File: src/rtl/neg_acc_pkg.sv
// Shared types, width helpers and saturation for the bit-serial weight-plane accumulator.
package neg_acc_pkg;

  typedef enum logic [1:0] {
    IDLE  = 2'd0,
    ACCUM = 2'd1,
    DONE  = 2'd2
  } state_t;

  function automatic int in_w(input int m, input int pa);
    return $clog2(m) + pa;
  endfunction

  function automatic int acc_w(input int m, input int pa, input int pw);
    return in_w(m, pa) + pw;
  endfunction

  // Clamp a signed value to the signed range of a w-bit word.
  function automatic logic signed [63:0] saturate(input logic signed [63:0] v, input int w);
    logic signed [63:0] hi;
    logic signed [63:0] lo;
    hi = (64'sd1 <<< (w - 1)) - 64'sd1;
    lo = -(64'sd1 <<< (w - 1));
    if (v > hi)      return hi;
    else if (v < lo) return lo;
    else             return v;
  endfunction

endpackage

File: src/rtl/neg_shift_acc_lane.sv
// One channel: sign-extend, shift by plane index, add or subtract into the accumulator.
// With NEG_ACC_SAT_EN the output is a saturated register updated alongside the accumulator.
module neg_shift_acc_lane
  import neg_acc_pkg::*;
#(
  parameter int IN_W  = 12,
  parameter int ACC_W = 16,
  parameter int OUT_W = 16,
  parameter int SH_W  = 3
) (
  input  logic              clk,
  input  logic              rst,
  input  logic              clr,
  input  logic              en,
  input  logic              sub,
  input  logic [SH_W-1:0]   shamt,
  input  logic [IN_W-1:0]   din,
  output logic [OUT_W-1:0]  dout
);

  logic signed [ACC_W-1:0] acc;
  logic signed [ACC_W-1:0] term;
  logic signed [ACC_W-1:0] acc_nxt;

  always_comb begin
    term    = ACC_W'($signed(din)) <<< shamt;
    acc_nxt = sub ? (acc - term) : (acc + term);
  end

  always_ff @(posedge clk or posedge rst) begin
    if (rst)      acc <= '0;
    else if (clr) acc <= '0;
    else if (en)  acc <= acc_nxt;
  end

`ifdef NEG_ACC_SAT_EN
  // Saturate the next value so the clamped word is ready in the same cycle as acc.
  always_ff @(posedge clk or posedge rst) begin
    if (rst)      dout <= '0;
    else if (clr) dout <= '0;
    else if (en)  dout <= OUT_W'(saturate(64'(acc_nxt), OUT_W));
  end
`else
  assign dout = acc;
`endif

endmodule

File: src/rtl/neg_shift_acc.sv
// Multi-lane bit-serial weight-plane accumulator; result valid one cycle after the last plane beat,
// held until out_ready; in_ready only while accumulating. NEG_ACC_SAT_EN enables OUT_W saturation.
module neg_shift_acc
  import neg_acc_pkg::*;
#(
  parameter int M     = 16,
  parameter int Pa    = 8,
  parameter int Pw    = 8,
  parameter int N     = 4,
  parameter int OUT_W = $clog2(M) + Pa + Pw,
  localparam int IN_W  = in_w(M, Pa),
  localparam int ACC_W = acc_w(M, Pa, Pw),
  localparam int BW    = $clog2(Pw) + 1,
`ifdef NEG_ACC_SAT_EN
  localparam int OW    = OUT_W
`else
  // Without saturation the full accumulator is always exposed.
  localparam int OW    = (OUT_W == ACC_W) ? OUT_W : ACC_W
`endif
) (
  input  logic              clk,
  input  logic              rst,
  input  logic              cl_en,
  input  logic              start,
  input  logic              w_signed,
  input  logic              in_valid,
  output logic              in_ready,
  input  logic [N*IN_W-1:0] in_data,
  output logic              out_valid,
  input  logic              out_ready,
  output logic [N*OW-1:0]   out_data,
  output logic [BW-1:0]     bit_idx,
  output logic              busy
);

  localparam logic [BW-1:0] LAST = BW'(Pw - 1);

  state_t state;
  logic   wsq;
  logic   last;
  logic   beat;
  logic   hs;
  logic   go;
  logic   clr;

  assign last = (bit_idx == LAST);
  assign beat = (state == ACCUM) && in_valid && !cl_en;
  assign hs   = (state == DONE) && out_ready;
  assign go   = !cl_en && start && ((state == IDLE) || hs);
  assign clr  = cl_en || go;

  assign in_ready  = (state == ACCUM);
  assign out_valid = (state == DONE);
  assign busy      = (state != IDLE);

  always_ff @(posedge clk or posedge rst) begin
    if (rst) begin
      state   <= IDLE;
      wsq     <= 1'b0;
      bit_idx <= '0;
    end else if (cl_en) begin
      state   <= IDLE;
      bit_idx <= '0;
    end else if (go) begin
      state   <= ACCUM;
      wsq     <= w_signed;
      bit_idx <= '0;
    end else begin
      case (state)
        ACCUM: if (in_valid) begin
          bit_idx <= bit_idx + BW'(1);
          if (last) state <= DONE;
        end
        DONE: if (out_ready) state <= IDLE;
        default: ;
      endcase
    end
  end

  for (genvar c = 0; c < N; c++) begin : g_lane
    neg_shift_acc_lane #(
      .IN_W  (IN_W),
      .ACC_W (ACC_W),
      .OUT_W (OW),
      .SH_W  (BW)
    ) u_lane (
      .clk   (clk),
      .rst   (rst),
      .clr   (clr),
      .en    (beat),
      .sub   (wsq && last),
      .shamt (bit_idx),
      .din   (in_data[c*IN_W +: IN_W]),
      .dout  (out_data[c*OW +: OW])
    );
  end

endmodule

File: config.mk
export PLATFORM = sky130hd
export DESIGN_NAME = neg_shift_acc
export DESIGN_NICKNAME = d
export VERILOG_FILES = /design/src/rtl/neg_acc_pkg.sv /design/src/rtl/neg_shift_acc_lane.sv /design/src/rtl/neg_shift_acc.sv
export SDC_FILE = /design/constraint.sdc
export NUM_CORES = 1
export LEC_CHECK = 0
export CAP_MARGIN = 5
export CELL_PAD_IN_SITES_DETAIL_PLACEMENT = 0
export CELL_PAD_IN_SITES_GLOBAL_PLACEMENT = 1
export CORE_ASPECT_RATIO = 1.5
export CORE_MARGIN = 4
export CORE_UTILIZATION = 41
export CTS_CLUSTER_SIZE = 20
export DETAILED_ROUTE_END_ITERATION = 10
export GPL_ROUTABILITY_DRIVEN = 0
export MAX_ROUTING_LAYER = met4
export PLACE_DENSITY = 0.82
export SYNTH_ARGS = -nofsm -noshare
export SYNTH_HDL_FRONTEND = slang
export SYNTH_SLANG_ARGS = --single-unit
File: constraint.sdc
create_clock -name clk -period 5.5 [get_ports clk]
set_input_delay 0.55 -clock clk [delete_from_list [all_inputs] [get_ports clk]]
set_output_delay 0.55 -clock clk [all_outputs]
set_load 0.1 [all_outputs]
==> out/results.txt <==
Post-synth top area share - 0.194
Relative slew slack - 0.299
Post-Route WL - 34.8 mm
Seq cells post-synth - 87
Synth Net Count - 1561
WP data arrival - 5380 ps
Post-synthesis xor/xnor area fraction - 0.0991
Total negative slack - 0 ps
GRT Util Overall - 0.238
Area growth syn-to-layout - 19.6%
Max Cap Viol - 0
Vias in the first global route - 10603
Worst VDD drop - 154 uV
DIE AREA - 30100 um2
Filler Cells Inserted - 2715
Tcrit/Tclk final - 0.924
Power Total - 2.31 mW
Chip width - 143 um
CTS tree - done
Area share of and/or/nand/nor cells after synthesis - 0.203
Yosys top cell by area - dfrtp_1
EDFF count, synth - 0
1st-pass router iterations - 5
Post-DP HPWL - 26.7 mm
Critical Path Source Type - register
Initial antenna violation count - 4
CTS Buf Count - 9
Area contributors post-synth - dfrtp_1, ha_1, a21oi_1
Synthesized area - 11200 um2
Maximum fanout along the worst path - 32
Sink Count - 87
Via count - 10946
Cells after DPL - 1860
Worst-path clk slew - 70 ps
Power per standard cell area - 172 nW/um2
Final WS setup - 418 ps
Final Slew Violations - 0
Final setup fails - 0
Yosys cell types - 83
Top Ports - 142
Vias per cell - 5.82
Post-Synth Adder-Cell Area - 0.0974
Synthesized area per cell - 7.90 um2
Non-Filler Instances - 1881
Status - finished clean
Post-synthesis sequential area ratio - 0.194
Worst Path Required - 5800 ps
DR DRC count - 0
Starting DRT DRC Count - 633
Compound-Gate Fraction of Synth Area - 0.225
Least-Margin Pin Slew - 1050 ps
Vert. Die Dim - 211 um
HP Class - register to register
Critical path class - register to register
Commonest cells in the netlist - nand2_1, a21oi_1, nor2_1
Max Fclk - 0.197 GHz
Final Hold Fails - 0
Clock Skews - 10.2 ps
Most frequent cell after synthesis - nand2_1
Ys Warns - 0
Cell row count - 73
Port Buffers - 141
CTS root buf - clkbuf_16
GRT overflow - 0
Bufs on Longest Clock Path - 2
RSZ-0062 raised after global routing - false
Largest family of logic cells by synthesized area - compound AO/OA/AOI/OAI gates
Leakage Power - 5.57 nW
Asr flop ratio synth - 1.00
Post-synthesis instance total - 1421
Nets - 1675
Post-synthesis mux area share - 0.131
Initial Util - 0.419
Largest net degree at the start of global routing - 54
H-tree levels - 3
Predominant post-synthesis flop cell - dfrtp_1
Worst skew pair latency - 380 ps
First-pass GRT wire length - 55.7 mm
Crit. End Element - register
Post-DRT Antenna Nets - 0
Share of cells above drive strength 1 - 0.0890
Core Box Area - 26800 um2
Routed len/inst - 18.5 um
Pre-CTS WS - -50.2 ps
Min cycle time layout - 5080 ps
[flip-flops by register name, indices dropped and copies added, names as in the netlist]
| name | flops |
|---|---|
| state | 2 |
| wsq | 1 |
| bit_idx | 4 |
| g_lane.u_lane.dout | 80 |
[layout by cell type, fill, tap and decap left out, types with 38 or more instances in the layout]
cell type / instances
dfrtp_1: 83
a21oi_1: 166
inv_1: 52
clkdlybuf4s50_1: 141
nand2_1: 180
nor2_1: 124
xnor2_1: 73
o21ai_0: 83
ha_1: 81
nand3_1: 38
xor2_1: 54
[metal layers]
layer / wire length (um) / GRT usage
met1: 14300 / 0.289
met2: 17500 / 0.392
met3: 1830 / 0.0390
met4: 1210 / 0.0981
met5: 0 / -
[cell type report]
cell class                      instances  area (um2)  share of cell area
Multi-Input combinational cell       1202        8500               0.633
Antenna cell                            4        10.0            0.000746
Sequential cell                        87        2190               0.163
Tap cell                              337         422              0.0314
Clock inverter                          7         121             0.00904
Clock buffer                            9         225              0.0168
Timing Repair Buffer                  181        1750               0.131
Inverter                               54         205              0.0153
[through the flow]
stage,util,hold slack (ps),cell area [um2]
global route,0.501,573,13400
CTS,0.499,543,13400
floorplan,-,494,11200
finish,0.501,543,13400
global placement,0.487,522,13000
detailed placement,0.487,524,13000
[logic make-up after synthesis]
| kind of cell | Yosys count |
|---|---|
| XOR/XNOR | 127 |
| adder cells (fa/ha/maj) | 85 |
| buffers and inverters | 132 |
| flip-flops | 87 |
| multiplexers | 95 |
| AO/OA/AOI/OAI | 408 |
| AND/OR/NAND/NOR | 487 |
[repair_timing]
| action | 4_1_cts | 5_1_grt |
|---|---|---|
| setup endpoints to repair | 0 | 3 |
| gates resized for setup | 0 | 4 |
| hold buffers | 0 | 0 |
| buffers inserted | 0 | 1 |
[worst paths after layout]
check	from	end	slack, ps	depth (start not counted)
max	bit_idx[0]	g_lane[1].u_lane.dout[19]	420	18
min	wsq	wsq	540	1
max reg2reg	bit_idx[0]	g_lane[1].u_lane.dout[19]	420	18
min reg2reg	wsq	wsq	540	1
max in group asynchronous	rst	bit_idx[0]	3810	3
min in group asynchronous	rst	g_lane[3].u_lane.dout[7]	590	2
[critical path, cell delays in order, from the launching register on]
cell	delay, ps
dfrtp_4	600
buf_12	260
mux4_1	600
a21o_1	220
and2_1	220
or3_1	450
and4bb_2	380
a21oi_1	90
xor2_1	160
ha_1	310
inv_1	110
a211o_1	110
o211ai_1	80
a221o_1	390
a31oi_1	250
o21ai_0	160
xnor2_1	150
or3_1	310
a21oi_1	140
[power breakdown]
part           internal (mW)  total, mW  switching (mW)
Clock                  0.445      0.752           0.307
Combinational          0.332      0.875           0.543
Sequential             0.660      0.683          0.0230
Total                   1.44       2.31           0.874
Note: power is estimated with default switching activity, not from simulation.
